$ cat src/rtl/bnn_result_presenter.sv
// Output stage after the final BNN layer: holds the digit class for an off-chip reader,
// handshakes on a synchronised ack pin, and reports overrun and out-of-range class codes.
module bnn_result_presenter #(
   parameter int unsigned ANS_W       = 4,
   parameter int unsigned CLASSES     = 10,
   parameter int unsigned CNT_W       = 2,
   parameter int unsigned SYNC_STAGES = 2,
   parameter logic [2:0]  LOAD_STATE  = 3'd1
) (
   input  logic             clk,
   input  logic             rst_n,
   input  logic [2:0]       state,
   input  logic [ANS_W-1:0] answer_in,
   input  logic             layer_3_done,
   input  logic             ack_in,
   output logic [ANS_W-1:0] answer_out,
   output logic             result_valid,
   output logic             overrun,
   output logic             class_err,
   output logic [CNT_W-1:0] infer_count
);

   typedef enum logic [1:0] {
      ST_IDLE    = 2'd0,
      ST_HOLD    = 2'd1,
      ST_RELEASE = 2'd2
   } fsm_t;

   fsm_t                   fsm;
   logic                   done_prev;
   logic [SYNC_STAGES-1:0] ack_sync;
   logic                   ack_d1;
   logic                   ack_s;
   logic                   ack_rise;
   logic                   done_rise;
   logic                   bad_class;
   logic                   overrun_set;
   logic                   class_err_set;

   // Edge detection and flag-set conditions for the current cycle.
   always_comb begin
      ack_s         = ack_sync[SYNC_STAGES-1];
      ack_rise      = ack_s & ~ack_d1;
      done_rise     = layer_3_done & ~done_prev;
      bad_class     = (32'(answer_in) >= CLASSES);
      overrun_set   = 1'b0;
      class_err_set = 1'b0;
      if (done_rise && (fsm != ST_IDLE)) begin
         overrun_set = 1'b1;
      end else begin
         overrun_set = 1'b0;
      end
      if (done_rise && (fsm == ST_IDLE) && bad_class) begin
         class_err_set = 1'b1;
      end else begin
         class_err_set = 1'b0;
      end
   end

   // Handshake FSM, ack synchroniser and all registered outputs.
   always_ff @(posedge clk) begin
      if (!rst_n) begin
         fsm          <= ST_IDLE;
         done_prev    <= 1'b0;
         ack_sync     <= '0;
         ack_d1       <= 1'b0;
         answer_out   <= '0;
         result_valid <= 1'b0;
         overrun      <= 1'b0;
         class_err    <= 1'b0;
         infer_count  <= '0;
      end else begin
         done_prev <= layer_3_done;
         ack_sync  <= {ack_sync[SYNC_STAGES-2:0], ack_in};
         ack_d1    <= ack_s;

         case (fsm)
            ST_IDLE: begin
               if (done_rise) begin
                  answer_out   <= bad_class ? {ANS_W{1'b1}} : answer_in;
                  infer_count  <= infer_count + CNT_W'(1'b1);
                  result_valid <= 1'b1;
                  fsm          <= ST_HOLD;
               end
            end
            ST_HOLD: begin
               // An ack in the same cycle as a new done wins; the new result is dropped.
               if (ack_rise) begin
                  result_valid <= 1'b0;
                  fsm          <= ST_RELEASE;
               end
            end
            ST_RELEASE: begin
               if (!ack_s) begin
                  fsm <= ST_IDLE;
               end
            end
            default: begin
               result_valid <= 1'b0;
               fsm          <= ST_IDLE;
            end
         endcase

         // Load phase clears the sticky flags and beats any simultaneous set.
         if (state == LOAD_STATE) begin
            overrun   <= 1'b0;
            class_err <= 1'b0;
         end else begin
            if (overrun_set) begin
               overrun <= 1'b1;
            end
            if (class_err_set) begin
               class_err <= 1'b1;
            end
         end
      end
   end

endmodule

$ cat config.mk
export PLATFORM = sky130hd
export DESIGN_NAME = bnn_result_presenter
export DESIGN_NICKNAME = d
export VERILOG_FILES = /design/src/rtl/bnn_result_presenter.sv
export SDC_FILE = /design/constraint.sdc
export NUM_CORES = 1
export LEC_CHECK = 0
export CAP_MARGIN = 15
export CORE_AREA = 2 2 39 41
export CTS_BUF_LIST = sky130_fd_sc_hd__clkbuf_4 sky130_fd_sc_hd__clkbuf_8
export DETAILED_ROUTE_END_ITERATION = 6
export DIE_AREA = 0 0 41 43
export GPL_ROUTABILITY_DRIVEN = 1
export MAX_ROUTING_LAYER = met4
export PLACE_DENSITY_LB_ADDON = 0.3
export SETUP_SLACK_MARGIN = 0.05
export SYNTH_ARGS = -nofsm -noshare
export SYNTH_HDL_FRONTEND = slang
export SYNTH_SLANG_ARGS = --single-unit
$ cat constraint.sdc
create_clock -name clk -period 1.9 [get_ports clk]
set_clock_uncertainty 0.1 [all_clocks]
set_input_delay 0.285 -clock clk [delete_from_list [all_inputs] [get_ports clk]]
set_output_delay 0.285 -clock clk [all_outputs]
set_load 0.05 [all_outputs]
==> flow_metrics.py <==
metrics = {
    "global_routing": {
        "grt_usage_pct": 13.56,
        "grt_max_degree": 15,
        "antenna_found_initial": 0,
        "grt_overflow": 0,
        "grt_pass1_vias": 370,
        "grt_pass1_wl_um": 1497,
    },
    "worst_setup_path": {
        "slowest_delay_ns": 0.80,
        "crit_path_top_delay_cell": "clkdlybuf4s50_1",
        "path_class": "register to output port",
        "cp-end-kind": "output port",
        "critPathRequiredTime_ns": 1.51,
        "path_cells": "clkdlybuf4s50_1",
        "cp_top_family": "buffers and inverters",
        "crit_fanout": 2,
        "crit_path_start": "overrun",
        "start_kind": "register",
        "rr_startpoint": "fsm[0]",
        "cp.arrival_ns": 1.41,
        "cp.buffers_inverters": 1,
    },
    "finish": {
        "fill_cells": 132,
        "drive_gt1_share_pct": 9.589,
        "diodes": 0,
        "fin_nets": 85,
        "syn_to_final_growth_pct": 45.35,
    },
    "cts": {
        "worstSkewPairLatency_ns": 0.27,
        "post_cts_buffers": 0,
        "cts_sinks": 15,
        "numCtsBuffers": 3,
        "cts_tree": "built",
        "ctsHtreeMaxLevel": 1,
        "cts_buffer_depth": 2,
        "cts-root-buf": "clkbuf_4",
        "clkTransAtPathRegs_ns": 0.08,
    },
    "synthesis": {
        "synth_top_area_cell": "dfxtp_1",
        "yosys_most_used_dff": "dfxtp_1",
        "yosys_warnings": 0,
        "synth_top_area_share_pct": 54.42,
        "ys_types": 18,
        "synth.cell_area_um2": 551.8,
        "synthArstFlopShare_pct": 0,
        "synth-seq-cells": 15,
        "synth_nets": 61,
        "synthCells": 50,
        "synth_most_common_cell": "dfxtp_1",
        "synthTopCellsByCount": "15 x dfxtp_1, 5 x and2_1, 4 x nor2b_1",
        "synth_area_leaders": "dfxtp_1 54%, o221a_1 6.1%, and2_1 5.7%",
        "ys_seq_area_share_pct": 54.42,
        "synth_edf_count": 0,
        "syn_area_per_cell_um2": 11.04,
    },
    "placement": {
        "place_worst_setup_slack_ns": 0.2030,
        "hpwl_um": 742.9,
        "io_buffers": 19,
        "gp_congestion": 0.6141,
    },
    "power": {
        "power.net_switching_uw": 192.6,
        "power_density_mw_per_mm2": 840.6,
        "pwr-share-clk_pct": 25.6,
        "power_frac_comb_pct": 22.6,
        "peakVddDrop_mv": 0.5211,
        "power.internal_uw": 481.6,
        "p_leak_uw": 0.0004025,
        "sw_frac_of_total_pct": 28.57,
        "share_seq_of_total_power_pct": 51.8,
    },
    "drt": {
        "wl_per_cell_um": 10.75,
        "drt_first_iter_violations": 3,
        "routed_via_density": 4.876,
        "drtPass1Iterations": 4,
        "drc": 0,
        "drt-total-wl_um": 957,
        "routed-via-count": 434,
        "ant_nets": 0,
    },
    "floorplan": {
        "die_w_um": 41,
        "rows": 14,
        "die_h_um": 43,
        "io_pins": 20,
        "start_util_pct": 39.87,
        "die_area_mm2": 0.001763,
        "core-area_mm2": 0.001384,
    },
    "sta": {
        "min_period_ns": 1.790,
        "fmax_mhz": 558.7,
        "finalWorstSetupSlack_ns": 0.1100,
        "slew_violations": 0,
        "finalSetupTns_ns": 0,
        "rsz0062_at_grt": "no",
        "hold_viol": 0,
        "tightest_slew_ns": 0.5015,
        "slew_headroom_pct": 66.52,
        "setup_viol": 0,
        "min_period_over_period_pct": 94.21,
    },
    "run": {
        "maxCapViolCount": 0,
    },
    "worst_hold_path": {
        "hp-class": "register to register",
        "min_from": "ack_sync[0]",
    },
    "outcome": {
        "status": "complete, no violations",
    },
}
timing repair:
action | CTS | global route
endpoints found under the setup margin | 1 | 5
hold buffers | 0 | 0
gates cloned | 0 | 0
gates resized for setup | 1 | 5
hold endpoints to repair | 0 | 0
final cells by class:
cell class,count,area [um^2],area share (%)
Clock inverter,1,5.005,0.6240
Inverter,2,7.507,0.9360
Timing Repair Buffer,20,206.4,25.74
Multi-Input combinational cell,32,240.2,29.95
Sequential cell,15,300.3,37.44
Tap cell,16,20.02,2.496
Clock buffer,3,22.52,2.808
flip-flops by register name (all words and copies together) (netlist names):
signal        cells
overrun           1
class_err         1
ack_d1            1
fsm               2
done_prev         1
infer_count       2
ack_sync          2
answer_out        4
result_valid      1
cells in the final DEF, fill, tap and decap left out:
| master | count |
|---|---|
| nand2b_1 | 2 |
| o31ai_1 | 1 |
| a21oi_1 | 2 |
| mux2i_1 | 3 |
| nor3b_1 | 1 |
| nor2_1 | 2 |
| o221a_1 | 3 |
| nor4b_4 | 1 |
| nor2b_1 | 4 |
| dlygate4sd2_1 | 1 |
| clkbuf_4 | 3 |
| buf_4 | 2 |
| o21ai_0 | 2 |
| o21a_1 | 2 |
| nand2_1 | 2 |
| inv_1 | 2 |
| o211a_1 | 1 |
| dlymetal6s2s_1 | 5 |
| and2_1 | 5 |
| dfxtp_1 | 15 |
| xor2_1 | 1 |
| clkinv_2 | 1 |
| clkdlybuf4s50_1 | 12 |
cells by family (layout without fill, tap and decap cells):
logic type             Yosys count  in the layout  share of synthesized area [%]
flip-flops                      15             15                          54.42
multiplexers                     3              3                          5.442
AND/OR/NAND/NOR                 17             17                          20.86
XOR/XNOR                         1              1                          1.588
buffers and inverters            3             26                          2.041
AO/OA/AOI/OAI                   11             11                          15.65
metrics by stage:
step                      total power, uW  utilization (%)  cells  hold WS, ns  instance area (um^2)
after global placement              510.8            55.15     85       0.3170                 763.2
final                               674.2            57.96     89       0.3405                 802.0
after CTS                           687.9            57.05     89       0.3482                 789.5
after global routing                711.7            57.96     89       0.3528                 802.0
after floorplan                     451.1                -     50       0.3067                 551.8
after detailed placement            512.9            55.15     85       0.3236                 763.2
per-layer routing:
layer / track usage (%) / share of wire [%] / vias up
met3: 9.424 / 10 / 2
met4: 4.000 / 0.63 / 0
met2: 18.44 / 50 / 17
met5: - / 0 / -
met1: 15.74 / 39 / 196
li1: - / - / 219
path summary, 6_finish.rpt:
check,end,slack [ns],cells after the start
max reg2reg,answer_out[3],0.56,4
min,ack_sync[1],0.34,1
max,overrun,0.11,1
min reg2reg,ack_sync[1],0.34,1
power groups by stage:
stage / clock (uW) / sequential, uW / combinational, uW
5_1_grt: 196 / 353 / 162
6_report: 173 / 350 / 152
4_1_cts: 183 / 350 / 155
3_3_place_gp: 0 / 357 / 154
2_1_floorplan: 0 / 409 / 41.7
3_5_place_dp: 0 / 357 / 156
Note: power is estimated with default switching activity, not from simulation.
==> RTL change (same settings) <==
The parameter `CNT_W` goes from 2 to 3.
--- a/src/rtl/bnn_result_presenter.sv
+++ b/src/rtl/bnn_result_presenter.sv
@@ -3,7 +3,7 @@
 module bnn_result_presenter #(
    parameter int unsigned ANS_W       = 4,
    parameter int unsigned CLASSES     = 10,
-   parameter int unsigned CNT_W       = 2,
+   parameter int unsigned CNT_W       = 3,
    parameter int unsigned SYNC_STAGES = 2,
    parameter logic [2:0]  LOAD_STATE  = 3'd1
 ) (
Interface: changed (resized infer_count); port bits go from 20 to 21. The function was not compared with the original's and may differ.
==> RTL change against the unedited design <==
  * Via count rose by 7.4%
  * Die area did not move
  * Final area rose by 9.7%
  * Non-clock buffer count rose by 3
  * Wire length rose by 13%
  * Global-route usage rose by 2.5 points
  * Sequential share of layout area fell by 1.0 points
  * Total power rose by 4.6%
  * Sequential cell count rose by 1
  * Synthesized area rose by 13%
  * Count of clock-buffer cells in the layout did not move
  * Register-to-register slack got worse by 0.07 ns
  * Setup slack got worse by 0.010 ns
  * Largest power group unchanged
  * Highest routed layer unchanged
  * Critical path depth did not move
==> RTL change: results (changes against the unedited design) <==
- Result of the run: complete, no violations (unchanged)
* Net count after synthesis: 67 (was 61)
- The first-pass detailed-route iteration total was 4 (unchanged).
- The slowest library cell on the worst path is sky130_fd_sc_hd__clkdlybuf4s50_1 (unchanged).
* Half-perimeter wire length of the detailed placement result: 839.4 um (was 742.9 um)
- The largest delay contributor family on the critical path is buffers and inverters (unchanged).
- The power share of the sequential group is 52.8% (was 51.8%).
- Switching power share of the total: 28.28% (was 28.57%)
- The wire length of the first global-routing pass came to 1904 um (was 1497 um).
- The global routing usage on met2 came to 24.06% (was 18.44%).
- Number of input and output port buffers inserted: 20 (was 19)
* Worst VDD drop: 426.6 uV (was 521.1 uV)
- The deepest level of the CTS H-tree was 1 (unchanged).
* Violation count after the first detailed-route iteration: 2 (was 3)
- Placer's final routability congestion estimate: 0.6761 (was 0.6141)
- The share of layout cells above drive strength 1 came to 12.66% (was 9.589%).
- The final-layout fill cell count is 121 (was 132).
- Post-Route M1 WL: 483 um (was 377 um)
- Crit path largest cell delay: 0.81 ns
* Number of buffers inserted during clock tree synthesis: 3 (unchanged)
- Leakage: 0.4288 nW (was 0.4025 nW)
- Global routing usage on met1: 18.75% (was 15.74%)
* Fraction of the yosys area taken by sequential cells: 51.41% (was 54.42%)
- Routed wire per std cell: 11.35 um (was 10.75 um)
* Maximum number of pins on one net before global-route repair: 16 (was 15)
- Met2 routed WL: 516 um (was 476 um)
- Most common library cells after synthesis: sky130_fd_sc_hd__dfxtp_1, sky130_fd_sc_hd__and2_1, sky130_fd_sc_hd__nor2b_1 (unchanged).
* Global router's overall resource usage: 16.06% (was 13.56%)
- The clock-pin slew of the registers on the worst-case setup and hold paths came to 0.08 ns (about the same).
* GR met3 Demand/Resource: 4.712% (was 9.424%)
* Nets: 93 (was 85)
* Worst slew pin tran: 0.5066 ns (was 0.5015 ns)
- The total inserted antenna cells is 0 (unchanged).
- Vias post-DR: 466 (was 434)
* Biggest fanout along the worst timing path: 2 (unchanged)
- The number of unique standard cell types used by synthesis was 21 (was 18).
- The worst slack at placement was 0.1621 ns (was 0.2030 ns).
- Antenna violations before repair: 0 (unchanged)
- The largest registers in the layout are answer_out x4, infer_count x3.
- Cell types occupying the most area after synthesis: sky130_fd_sc_hd__dfxtp_1, sky130_fd_sc_hd__o221a_1, sky130_fd_sc_hd__and2_1, sky130_fd_sc_hd__nor2b_1, sky130_fd_sc_hd__mux2i_1 (was sky130_fd_sc_hd__dfxtp_1, sky130_fd_sc_hd__o221a_1, sky130_fd_sc_hd__and2_1, sky130_fd_sc_hd__mux2i_1, sky130_fd_sc_hd__nor2b_1)
- The clock network power was 0.168 mW (was 0.173 mW).
- The met3 wire length came to 64 um (was 96 um).
- The placed standard-cell area is 848.3 sq um (was 763.2 sq um).
-- RTL change: metrics by stage --
stage | cells | power [mW]
floorplan | 55 | 0.4838
global placement | 92 | 0.5460
detailed placement | 92 | 0.5486
CTS | 95 | 0.7152
global route | 95 | 0.7381
finish | 95 | 0.7053
-- RTL change: layout make-up --
cell class / count / area [sq um] / area share, %
clock buffer: 3 / 22.52 / 2.560
inverter: 2 / 7.507 / 0.8535
multi-input combinational: 35 / 280.3 / 31.86
sequential: 16 / 320.3 / 36.42
tap: 16 / 20.02 / 2.276
timing repair buffer: 23 / 229.0 / 26.03
-- RTL change: repair_timing --
item / CTS / global route
endpoints found under the setup margin: 1 / 4
gates resized for setup: 1 / 4
buffers inserted: 0 / 0
gates cloned: 0 / 0
-- RTL change: path summary, 6_finish.rpt --
kind / from / end / slack, ns / cells past startpoint
worst min-delay path: ack_sync[0]$_SDFF_PN0_ / ack_sync[1]$_SDFF_PN0_ / 0.34 / 1
worst max register to register: fsm[1]$_SDFFE_PN0P_ / infer_count[1]$_SDFFE_PN0P_ / 0.49 / 4
worst min register to register: ack_sync[0]$_SDFF_PN0_ / ack_sync[1]$_SDFF_PN0_ / 0.34 / 1
worst max-delay path: result_valid$_SDFFE_PN0P_ / result_valid / 0.1 / 1
-- RTL change: cell families (layout without fill, tap and decap cells) --
| group | after synthesis | in the layout | synth area share (%) |
|---|---|---|---|
| AO/OA/AOI/OAI | 12 | 12 | 15.06 |
| buffers and inverters | 4 | 28 | 3.614 |
| multiplexers | 3 | 3 | 4.819 |
| flip-flops | 16 | 16 | 51.41 |
| AND/OR/NAND/NOR | 18 | 18 | 20.48 |
| XOR/XNOR | 1 | 1 | 2.611 |
| adder cells (fa/ha/maj) | 1 | 1 | 2.008 |
